==> config.mk <==
export PLATFORM = sky130hd
export DESIGN_NAME = alarm_controller
export DESIGN_NICKNAME = d
export VERILOG_FILES = /design/src/rtl/alarm_pkg.sv /design/src/rtl/alarm_edge_detect.sv /design/src/rtl/alarm_controller.sv
export SDC_FILE = /design/constraint.sdc
export NUM_CORES = 1
export LEC_CHECK = 0
export CORE_MARGIN = 3
export CORE_UTILIZATION = 40
export CTS_CLUSTER_DIAMETER = 200
export DETAILED_ROUTE_END_ITERATION = 8
export PLACE_DENSITY = 0.73
export SLEW_MARGIN = 40
export SYNTH_ARGS = -nofsm -noshare
export SYNTH_HDL_FRONTEND = slang
export SYNTH_SLANG_ARGS = --single-unit
==> constraint.sdc <==
create_clock -name CLK -period 4.3 [get_ports CLK]
set_input_delay 0.86 -clock CLK [delete_from_list [all_inputs] [get_ports CLK]]
set_output_delay 0.86 -clock CLK [all_outputs]
set_load 0.02 [all_outputs]
==> src/rtl/alarm_pkg.sv <==
// Shared types and limits for the alarm controller.
// State encoding, time wrap limits and ring/snooze counter width.
package alarm_pkg;

  typedef enum logic [1:0] {
    ST_IDLE    = 2'd0,
    ST_RINGING = 2'd1,
    ST_SNOOZED = 2'd2,
    ST_DONE    = 2'd3
  } alm_state_e;

  localparam int MAX_MINUTE = 59;
  localparam int MAX_HOUR   = 23;
  localparam int CNT_W      = 10;

  typedef logic [CNT_W-1:0] cnt_t;

  function automatic logic [5:0] inc_minute(input logic [5:0] v);
    return (v >= 6'(MAX_MINUTE)) ? 6'd0 : v + 6'd1;
  endfunction

  function automatic logic [4:0] inc_hour(input logic [4:0] v);
    return (v >= 5'(MAX_HOUR)) ? 5'd0 : v + 5'd1;
  endfunction

endpackage

==> src/rtl/alarm_edge_detect.sv <==
// Single-bit rising-edge detector for a button level.
// The pulse is high in the cycle the level is 1 and was 0 the cycle before.
module alarm_edge_detect (
  input  logic CLK,
  input  logic CLR,
  input  logic din,
  output logic rise
);

  logic prev_q;
  logic prev_d;

  always_comb begin
    prev_d = din;
  end

  always_ff @(posedge CLK or posedge CLR) begin
    if (CLR) begin
      prev_q <= 1'b0;
    end else begin
      prev_q <= prev_d;
    end
  end

  assign rise = din & ~prev_q;

endmodule

==> src/rtl/alarm_controller.sv <==
// Alarm clock controller: alarm time setup, ring/snooze/done FSM, buzzer.
// Define ALARM_SNOOZE_EN to enable the SNOOZE button and SNOOZED state.
module alarm_controller
  import alarm_pkg::*;
#(
  parameter int SNOOZE_SEC   = 300,
  parameter int RING_MAX_SEC = 600
) (
  input  logic       CLK,
  input  logic       CLR,
  input  logic [5:0] SECONDS,
  input  logic [5:0] MINUTES,
  input  logic [4:0] HOURS,
  input  logic       SEC_TICK,
  input  logic       ALM_SET,
  input  logic       ALM_EN,
  input  logic       MIN_ADV,
  input  logic       HR_ADV,
  input  logic       SNOOZE,
  input  logic       STOP,
  output logic [5:0] ALM_MINUTES,
  output logic [4:0] ALM_HOURS,
  output logic       BUZZER,
  output logic [1:0] ALM_STATE
);

  localparam cnt_t RING_LOAD = cnt_t'(RING_MAX_SEC);

  logic min_e;
  logic hr_e;
  logic snooze_e;
  logic stop_e;

  alarm_edge_detect u_min_ed (
    .CLK  (CLK),
    .CLR  (CLR),
    .din  (MIN_ADV),
    .rise (min_e)
  );

  alarm_edge_detect u_hr_ed (
    .CLK  (CLK),
    .CLR  (CLR),
    .din  (HR_ADV),
    .rise (hr_e)
  );

  alarm_edge_detect u_snz_ed (
    .CLK  (CLK),
    .CLR  (CLR),
    .din  (SNOOZE),
    .rise (snooze_e)
  );

  alarm_edge_detect u_stop_ed (
    .CLK  (CLK),
    .CLR  (CLR),
    .din  (STOP),
    .rise (stop_e)
  );

  alm_state_e state_q, state_d;
  cnt_t       ring_q, ring_d;
  logic [5:0] alm_min_q, alm_min_d;
  logic [4:0] alm_hr_q, alm_hr_d;
  logic       buzzer_q, buzzer_d;

`ifdef ALARM_SNOOZE_EN
  localparam cnt_t SNZ_LOAD = cnt_t'(SNOOZE_SEC);
  cnt_t snz_q, snz_d;
`else
  logic snooze_unused;
  assign snooze_unused = snooze_e;
`endif

  logic time_match;
  logic alarm_hit;

  assign time_match = (MINUTES == alm_min_q) &&
                      (HOURS == alm_hr_q);
  assign alarm_hit  = SEC_TICK && (SECONDS == 6'd0) &&
                      time_match;

  always_ff @(posedge CLK or posedge CLR) begin
    if (CLR) begin
      state_q   <= ST_IDLE;
      ring_q    <= '0;
      alm_min_q <= '0;
      alm_hr_q  <= '0;
      buzzer_q  <= 1'b0;
`ifdef ALARM_SNOOZE_EN
      snz_q     <= '0;
`endif
    end else begin
      state_q   <= state_d;
      ring_q    <= ring_d;
      alm_min_q <= alm_min_d;
      alm_hr_q  <= alm_hr_d;
      buzzer_q  <= buzzer_d;
`ifdef ALARM_SNOOZE_EN
      snz_q     <= snz_d;
`endif
    end
  end

  always_comb begin
    state_d = state_q;
    ring_d  = ring_q;
`ifdef ALARM_SNOOZE_EN
    snz_d   = snz_q;
`endif
    if (ALM_SET || !ALM_EN) begin
      state_d = ST_IDLE;
    end else begin
      unique case (state_q)
        ST_IDLE: begin
          if (alarm_hit) begin
            state_d = ST_RINGING;
            ring_d  = RING_LOAD;
          end
        end
        ST_RINGING: begin
          // STOP wins, then SNOOZE, then ring timeout
          if (stop_e) begin
            state_d = ST_DONE;
          end
`ifdef ALARM_SNOOZE_EN
          else if (snooze_e) begin
            state_d = ST_SNOOZED;
            snz_d   = SNZ_LOAD;
          end
`endif
          else if (SEC_TICK) begin
            ring_d = ring_q - cnt_t'(1);
            if (ring_q <= cnt_t'(1)) begin
              state_d = ST_DONE;
            end
          end
        end
        ST_SNOOZED: begin
`ifdef ALARM_SNOOZE_EN
          if (stop_e) begin
            state_d = ST_DONE;
          end else if (SEC_TICK) begin
            snz_d = snz_q - cnt_t'(1);
            if (snz_q <= cnt_t'(1)) begin
              state_d = ST_RINGING;
              ring_d  = RING_LOAD;
            end
          end
`else
          state_d = ST_IDLE;
`endif
        end
        ST_DONE: begin
          // hold until the match minute has passed
          if (!time_match) begin
            state_d = ST_IDLE;
          end
        end
        default: state_d = ST_IDLE;
      endcase
    end
  end

  always_comb begin
    alm_min_d = alm_min_q;
    alm_hr_d  = alm_hr_q;
    if (ALM_SET && min_e) begin
      alm_min_d = inc_minute(alm_min_q);
    end
    if (ALM_SET && hr_e) begin
      alm_hr_d = inc_hour(alm_hr_q);
    end
  end

  always_comb begin
    buzzer_d = (state_d == ST_RINGING);
  end

  assign ALM_MINUTES = alm_min_q;
  assign ALM_HOURS   = alm_hr_q;
  assign BUZZER      = buzzer_q;
  assign ALM_STATE   = state_q;

endmodule

==> metrics.cfg, run 1 <==
[routing]
routed-via-count = 1302
drt-pass1-iter-count = 4
wire_per_inst_um = 14.2
ant_nets = 0
wirelength_mm = 3.47
avgViaCountPerCell = 5.34
drcViolationCount = 0
drtIter0Drc = 41

[yosys]
avgSynthCellArea_um2 = 9.95
netlist_area_um2 = 1570
yosys_warnings = 0
yosys.cell_types.count = 44
synth-edff-count = 0
ys_ff_latch = 27
synthesis.nets = 188
synth-async-reset-ratio_pct = 100
synth_top_area_share_pct = 43.0
ys_top_cells_by_count = dfrtp_1 (27), nand2_1 (12), xor2_1 (12), nor2_1 (11)
yosys-top-cells-area = dfrtp_1 (43%), xor2_1 (6.7%), ha_1 (3.2%), nand3_1 (2.9%), o21ai_0 (2.9%)
synth_most_common_cell = dfrtp_1
yosysSeqAreaShare_pct = 43.0
ys.flop_type = dfrtp_1
netlist_instances = 158
yosys.area.top_type = dfrtp_1

[clock_tree]
cts_sinks = 27
cts_root_buffer = clkbuf_8
htreeDepth = 1
cts.repair.resized = 0
cts_buffer_depth = 2
clk_pin_slew_ns = 0.09
clock_latency_ns = 0.27
post-cts-setup-buffers = 0
cts_inserted_buffers = 3
postCtsHoldBufs = 0
cts_tree = done

[sta]
finalSetupTns_ns = 0
finalHoldViolations = 0
fin_ws_ns = 1.82
min_period_ns = 2.48
slew_viol_final = 0
setup_viol = 0
period_share_pct = 57.6
max_freq_mhz = 404
worstMarginPinSlew_ns = 0.555
rsz0062_at_grt = no
skew_ns = 0.00335
maxSlewHeadroom_pct = 63.0

[critical_path]
startpoint_type = input port
setup.worst_path.end_class = register
worstPathArrival_ns = 2.64
worstPathRequired_ns = 4.47
path_class = input port to register
critPathMaxFanout = 10

[pwr]
p_per_area_nw_per_um2 = 363
power_uw = 741
ir_worst_vdd_uv = 254
p_leak_uw = 0.000865

[worst_hold_path]
hold_path_class = register to register

[die]
die_w_um = 68.7
core_area_um2 = 3720
start_util_pct = 42.3
rows = 22
chipHeight_um = 68.7
ios = 40
die-area_um2 = 4720

[global_routing]
grt.overflow.total = 0
grt_max_degree = 28
antenna_found_initial = 0
grt_pass1_wl_mm = 5.80
grt_util_all_layers_pct = 16.3
grt_pass1_vias = 1268

[final_layout]
nNetsFinal = 227
postLayoutCoreUtil_pct = 54.8
antenna_cells = 0
drive_gt1_share_pct = 9.18
syn_to_final_growth_pct = 29.7
instances_no_fill = 244

[place]
post-place-ws_ns = 1.52
hpwlAfterDp_mm = 2.68
place_congestion = 0.800
place_inst = 240
io_buffers = 38

[status]
status = completed

[run]
maxCapViolCount = 0

[critical path, stage by stage]
cell and delay (ns):
clkdlybuf4s50_1 0.50, or4b_1 0.54, nor4_4 0.23, nand4_4 0.22
a31o_1 0.29
[logic make-up (layout without fill, tap and decap cells)]
family / Yosys count / in the layout / synth area share, %
AOI/OAI and AO/OA: 33 / 33 / 13.7
xor gates and xnor gates: 13 / 13 / 7.25
adders and majority gates: 4 / 4 / 3.18
buffers and inverters: 9 / 47 / 2.39
DFF: 27 / 27 / 43.0
and+or+nand+nor: 72 / 72 / 30.5
[layer usage]
metal  global-route usage, %  up-vias  share of wire, %
li1                        -      650                 -
met1                    19.6      618                43
met2                    29.0       30                51
met3                    2.27        4               4.4
met4                    6.70        0               1.3
met5                       0        -                 0
[sequential cells by signal (all words and copies together) (netlist names)]
name,cells
ALM_STATE,2
ring_q,10
ALM_HOURS,5
ALM_MINUTES,6
u_hr_ed.prev_q,1
u_stop_ed.prev_q,1
BUZZER,1
u_min_ed.prev_q,1
[layout make-up]
class | count | area [um2]
repair buffers | 38 | 380
well taps | 48 | 60.1
flip-flops and latches | 27 | 676
clock buffers | 4 | 45.0
multi-input cells | 122 | 858
fillers | 366 | 1680
inverters | 5 | 18.8
[final timing paths]
check / start / end / slack, ns / depth (start not counted)
max: SEC_TICK / ring_q[1] / 1.82 / 5
min: ring_q[1] / ring_q[1] / 0.56 / 1
max in group asynchronous: CLR / ALM_HOURS[4] / 2.98 / 2
max reg2reg: ALM_STATE[1] / ring_q[1] / 2.38 / 4
min reg2reg: ring_q[1] / ring_q[1] / 0.56 / 1
min in group asynchronous: CLR / ring_q[9] / 0.95 / 2
[through the flow]
step	hold WS [ns]	area, um2
floorplan	0.487	1570
global placement	0.512	1990
detailed placement	0.537	1990
CTS	0.558	2040
global route	0.594	2040
finish	0.558	2040
[layout by cell type, fill, tap and decap left out, types with 2 or more instances in the layout]
cell and n:
a21o_1 2, a21boi_0 3, nor2_1 11, o31ai_1 6
or2_2 2, nor3b_1 3, nand4_4 2, nor3_1 3
nand3_1 9, a31oi_1 3, o21ai_0 9, clkbuf_8 3
dfrtp_1 27, nor2b_1 2, xor2_1 12, or4_1 3
or3_1 4, nand3b_1 2, nand2b_1 3, nand2_1 12
clkdlybuf4s50_1 38, ha_1 4, nor4_2 2, a21oi_1 5
inv_1 4, and2b_1 2
[where the power goes]
group / switching [uW] / leakage, uW / internal, uW
logic: 126 / 0.000498 / 124
registers: 61.3 / 0.000344 / 286
clock network: 76.8 / 0.0000228 / 66.4
Note: power is estimated with default switching activity, not from simulation.
==> run 2: changes to the inputs <==
--- a/config.mk
+++ b/config.mk
@@ -9,7 +9,7 @@
 export CORE_UTILIZATION = 40
 export CTS_CLUSTER_DIAMETER = 200
 export DETAILED_ROUTE_END_ITERATION = 8
-export PLACE_DENSITY = 0.73
+export PLACE_DENSITY = 0.76
 export SLEW_MARGIN = 40
 export SYNTH_ARGS = -nofsm -noshare
 export SYNTH_HDL_FRONTEND = slang
==> constraint.sdc (replaced) <==
create_clock -name CLK -period 2.2 [get_ports CLK]
set_input_delay 0.44 -clock CLK [delete_from_list [all_inputs] [get_ports CLK]]
set_output_delay 0.44 -clock CLK [all_outputs]
set_load 0.02 [all_outputs]
==> run 2 against run 1 <==
Compared with the run above:
- register-to-register slack lost 2.0 ns
- worst hold slack got worse by 0.047 ns
- highest routed layer unchanged
- first-iteration DRC count is 15% higher
- critical path type unchanged
- sequential power is 94% higher
- sequential share of layout area shrank 1.2 points
- power is 97% higher
- largest cell class unchanged
- via count rose by 2.3%
- utilization is 2.0 points higher
==> metrics.cfg, run 2 (synthesized netlist as in run 1, its figures left out) <==
[routing]
dr_wl_met3_um = 138
wl_met2_mm = 1.60
routed-via-count = 1332
avgViaCountPerCell = 5.24
drcViolationCount = 0
wirelength_mm = 3.26
drtIter0Drc = 47
topRoutingLayerUsed = met4
ant_nets = 0
wl_met1_mm = 1.49
drt-pass1-iter-count = 4
wire_per_inst_um = 12.8

[clock_tree]
post-cts-setup-buffers = 0
cts_buffer_depth = 2
cts_root_buffer = clkbuf_8
cts_sinks = 27
postCtsHoldBufs = 0
clk_pin_slew_ns = 0.09
cts_tree = done
cts_inserted_buffers = 3
htreeDepth = 1
cts.repair.resized = 0
clock_latency_ns = 0.27

[sta]
rsz0062_at_grt = no
finalHoldViolations = 0
max_freq_mhz = 510
skew_ns = 0.00770
slew_viol_final = 0
maxSlewHeadroom_pct = 71.2
min_period_ns = 1.96
setup_viol = 0
period_share_pct = 89.1
worstMarginPinSlew_ns = 0.431

[final_layout]
final_common_cell = clkdlybuf4s50_1
fill_cells = 351
final_cell_mix = clkdlybuf4s50_1 (38), dfrtp_1 (27), nand2_1 (12), xor2_1 (12), nor2_1 (11)
seq_area_um2 = 676
instances_no_fill = 254
drive_gt1_share_pct = 13.1
multiInputGateArea_um2 = 858
largest_reg_flops = 10
antenna_cells = 0
nNetsFinal = 237
largest_register = ring_q
syn_to_final_growth_pct = 34.5

[critical_path]
startpoint_type = input port
cp_cell_sequence = clkdlybuf4s50_1 > or4b_1 > nor4_4 > nand4_4 > a31o_1
setup.worst_path.end_class = register
path_class = input port to register
reg2regPathDepth = 4
worstPathRequired_ns = 2.37
worstPathArrival_ns = 2.12
critPathMaxFanout = 9
cpPeakStageDelay_ns = 0.52
slowest_stage = or4b_1

[place]
place_inst = 250
hpwlAfterDp_mm = 2.50
io_buffers = 38
place_congestion = 0.811

[die]
chipHeight_um = 68.7
ios = 40
die-area_um2 = 4720
rows = 22
core_area_um2 = 3720
die_w_um = 68.7
start_util_pct = 42.3

[global_routing]
antenna_found_initial = 0
grt_pass1_wl_mm = 5.78
grt.overflow.total = 0
grt_pass1_vias = 1311
grt_util_all_layers_pct = 16.2
grt_max_degree = 28

[pwr]
p_per_area_nw_per_um2 = 690
p_leak_uw = 0.000914
power_uw = 1460
ir_worst_vdd_uv = 593

[status]
status = completed

[run]
maxCapViolCount = 0

[worst_hold_path]
hold_path_class = input port to asynchronous set/reset pin

run 2: path summary, 6_finish.rpt:
kind                               from         endpoint  slack, ns
hold / removal                      CLR  u_min_ed.prev_q       0.51
max in group asynchronous           CLR     ALM_HOURS[4]       1.43
setup / recovery               SEC_TICK        ring_q[1]       0.24
setup reg to reg           ALM_STATE[1]        ring_q[1]       0.37
hold reg to reg               ring_q[1]        ring_q[1]       0.54
min in group CLK              ring_q[1]        ring_q[1]       0.54
run 2: metrics by stage:
| step | setup slack, ns | hold WS [ns] | utilization, % | TNS, ns | area [um2] |
|---|---|---|---|---|---|
| 2_1_floorplan | 0.402 | 0.471 | - | 0 | 1570 |
| 3_3_place_gp | -0.0570 | 0.512 | 55.7 | -0.0570 | 2070 |
| 3_5_place_dp | -0.0570 | 0.524 | 55.7 | -0.0570 | 2070 |
| 4_1_cts | 0.224 | 0.527 | 56.9 | 0 | 2110 |
| 5_1_grt | 0.174 | 0.555 | 56.9 | 0 | 2110 |
| 6_report | 0.240 | 0.511 | 56.9 | 0 | 2110 |
run 2: layout make-up:
| cell class | count | share of cell area, % |
|---|---|---|
| Clock buffer | 4 | 2.13 |
| Inverter | 5 | 0.888 |
| Multi-Input combinational cell | 122 | 40.6 |
| Sequential cell | 27 | 32.0 |
| Tap cell | 48 | 2.84 |
| Timing Repair Buffer | 48 | 21.6 |
run 2: per-layer routing:
metal,global-route usage (%),vias up
li1,-,669
met1,20.5,632
met2,27.5,29
met3,3.89,2
met4,3.72,0
met5,0,-
run 2: power breakdown:
group / internal, uW / switching, uW / total (uW)
Clock: 130 / 153 / 283
Combinational: 258 / 242 / 501
Sequential: 560 / 115 / 675
Total: 948 / 511 / 1460
run 2: critical path: cells and delay by family:
kind	cells	cell delay (ns)
and+or+nand+nor	3	0.93
buffers and inverters	1	0.49
AOI/OAI and AO/OA	1	0.26
==> run 3: changes to the inputs <==
--- a/config.mk
+++ b/config.mk
@@ -9,7 +9,9 @@
 export CORE_UTILIZATION = 40
 export CTS_CLUSTER_DIAMETER = 200
 export DETAILED_ROUTE_END_ITERATION = 8
+export GPL_TIMING_DRIVEN = 0
 export PLACE_DENSITY = 0.76
+export SETUP_SLACK_MARGIN = 0.1
 export SLEW_MARGIN = 40
 export SYNTH_ARGS = -nofsm -noshare
 export SYNTH_HDL_FRONTEND = slang
==> run 3 against run 2 <==
Compared with the run above:
- clock-buffer cell count unchanged
- die area unchanged
- fmax down 2.8%
- non-clock buffer count down 6
- worst hold slack better by 0.021 ns
- global-route usage down 1.1 points
- power down 0.31%
- clock power up 1%
- critical endpoint unchanged
- largest power group unchanged
==> metrics.cfg, run 3 (synthesized netlist as in run 1, its figures left out) <==
[clock_tree]
cts_buffer_depth = 2
postCtsHoldBufs = 0
post-cts-setup-buffers = 0
cts_inserted_buffers = 3
cts_root_buffer = clkbuf_8
clk_pin_slew_ns = 0.09
cts_tree = done
cts_sinks = 27
clock_latency_ns = 0.28
htreeDepth = 1

[pwr]
p_per_area_nw_per_um2 = 706
p_sw_share_pct = 35.5
ir_worst_vdd_uv = 548
p_leak_uw = 0.000875
power_frac_comb_pct = 35.1
switchingPower_uw = 517
share_seq_of_total_power_pct = 45.1
clockPowerShare_pct = 19.8
power_uw = 1450
power.internal_uw = 937

[die]
die-area_um2 = 4720
chipHeight_um = 68.7
rows = 22
core_area_um2 = 3720
die_w_um = 68.7
ios = 40
start_util_pct = 42.3

[critical_path]
startpoint_type = input port
path_class = input port to register
worstPathRequired_ns = 2.37
worstPathArrival_ns = 2.19
critPathMaxFanout = 10
setup.worst_path.end_class = register

[status]
status = completed

[routing]
wire_per_inst_um = 13.1
avgViaCountPerCell = 5.24
drtIter0Drc = 37
ant_nets = 0
drcViolationCount = 0
routed-via-count = 1300
wirelength_mm = 3.25
drt-pass1-iter-count = 4

[place]
placed_cell_area_um2 = 2010
place_congestion = 0.835
hpwlAfterDp_mm = 2.47
io_buffers = 38

[sta]
worstMarginPinSlew_ns = 0.561
min_period_ns = 2.02
maxSlewHeadroom_pct = 62.3
slew_viol_final = 0
rsz0062_at_grt = no
max_freq_mhz = 496
finalHoldViolations = 0
skew_ns = 0.00221
period_share_pct = 91.6
setup_viol = 0
finalSetupTns_ns = 0

[global_routing]
grt_pass1_wl_mm = 5.36
grt_util_all_layers_pct = 15.1
grt_max_degree = 28
grt.overflow.total = 0
antenna_found_initial = 0
grt_pass1_vias = 1211

[final_layout]
final_cell_mix = clkdlybuf4s50_1 (38), dfrtp_1 (27), nand2_1 (12), xor2_1 (12), nor2_1 (11)
fin_area_um2 = 2060
antenna_cells = 0
largest_reg_flops = 10
syn_to_final_growth_pct = 31.1
drive_gt1_share_pct = 10.0
nNetsFinal = 231
largest_register = ring_q
final_common_cell = clkdlybuf4s50_1

[run]
maxCapViolCount = 0

[worst_hold_path]
hold_path_class = input port to asynchronous set/reset pin

[run 3: final timing paths]
kind | start | endpoint | slack, ns | cells after the start
setup / recovery | SECONDS[3] | ring_q[1] | 0.18 | 5
hold / removal | CLR | ALM_MINUTES[2] | 0.53 | 2
setup reg to reg | ALM_HOURS[3] | ring_q[1] | 0.26 | 5
hold reg to reg | ring_q[9] | ring_q[9] | 0.54 | 2
max in group asynchronous | CLR | ring_q[5] | 1.30 | 2
min in group CLK | ring_q[9] | ring_q[9] | 0.54 | 2
[run 3: repair_timing]
action | in CTS | in global routing
endpoints found under the hold margin | 0 | 0
setup endpoints to repair | 0 | 1
gates resized for setup | 0 | 1
[run 3: critical path, cell delays in order]
cell,delay [ns]
clkdlybuf4s50_1,0.40
or4_4,0.56
nor4_4,0.28
nand4_4,0.22
a31o_1,0.29
[run 3: metrics by stage]
step	utilization [%]	std cells	hold slack (ns)	setup slack (ns)
after floorplan	-	158	0.471	0.402
after global placement	54.1	244	0.514	-0.150
after detailed placement	54.1	244	0.523	-0.117
after CTS	55.4	248	0.545	0.162
after global routing	55.5	248	0.568	0.114
final	55.5	248	0.532	0.184
[run 3: power groups by stage]
stage	Sequential [uW]	Clock [uW]	Combinational, uW
2_1_floorplan	724	0	224
3_3_place_gp	666	0	506
3_5_place_dp	665	0	513
4_1_cts	656	299	516
5_1_grt	672	313	567
6_report	656	287	511
[run 3: layout make-up]
class                   count  area [um2]
plain buffers               4        18.8
clock buffers               4        45.0
fillers                   353        1660
inverters                   5        18.8
multi-input cells         122         862
flip-flops and latches     27         676
well taps                  48        60.1
repair buffers             38         380
[run 3: per-layer routing]
| layer | share of wire [%] | wire length (um) | global-route usage (%) | vias to the layer above |
|---|---|---|---|---|
| li1 | - | - | - | 665 |
| met1 | 48 | 1570 | 20.1 | 604 |
| met2 | 47 | 1540 | 24.9 | 28 |
| met3 | 3.3 | 108 | 2.43 | 3 |
| met4 | 1.2 | 38 | 4.47 | 0 |
| met5 | 0 | 0 | 0 | - |
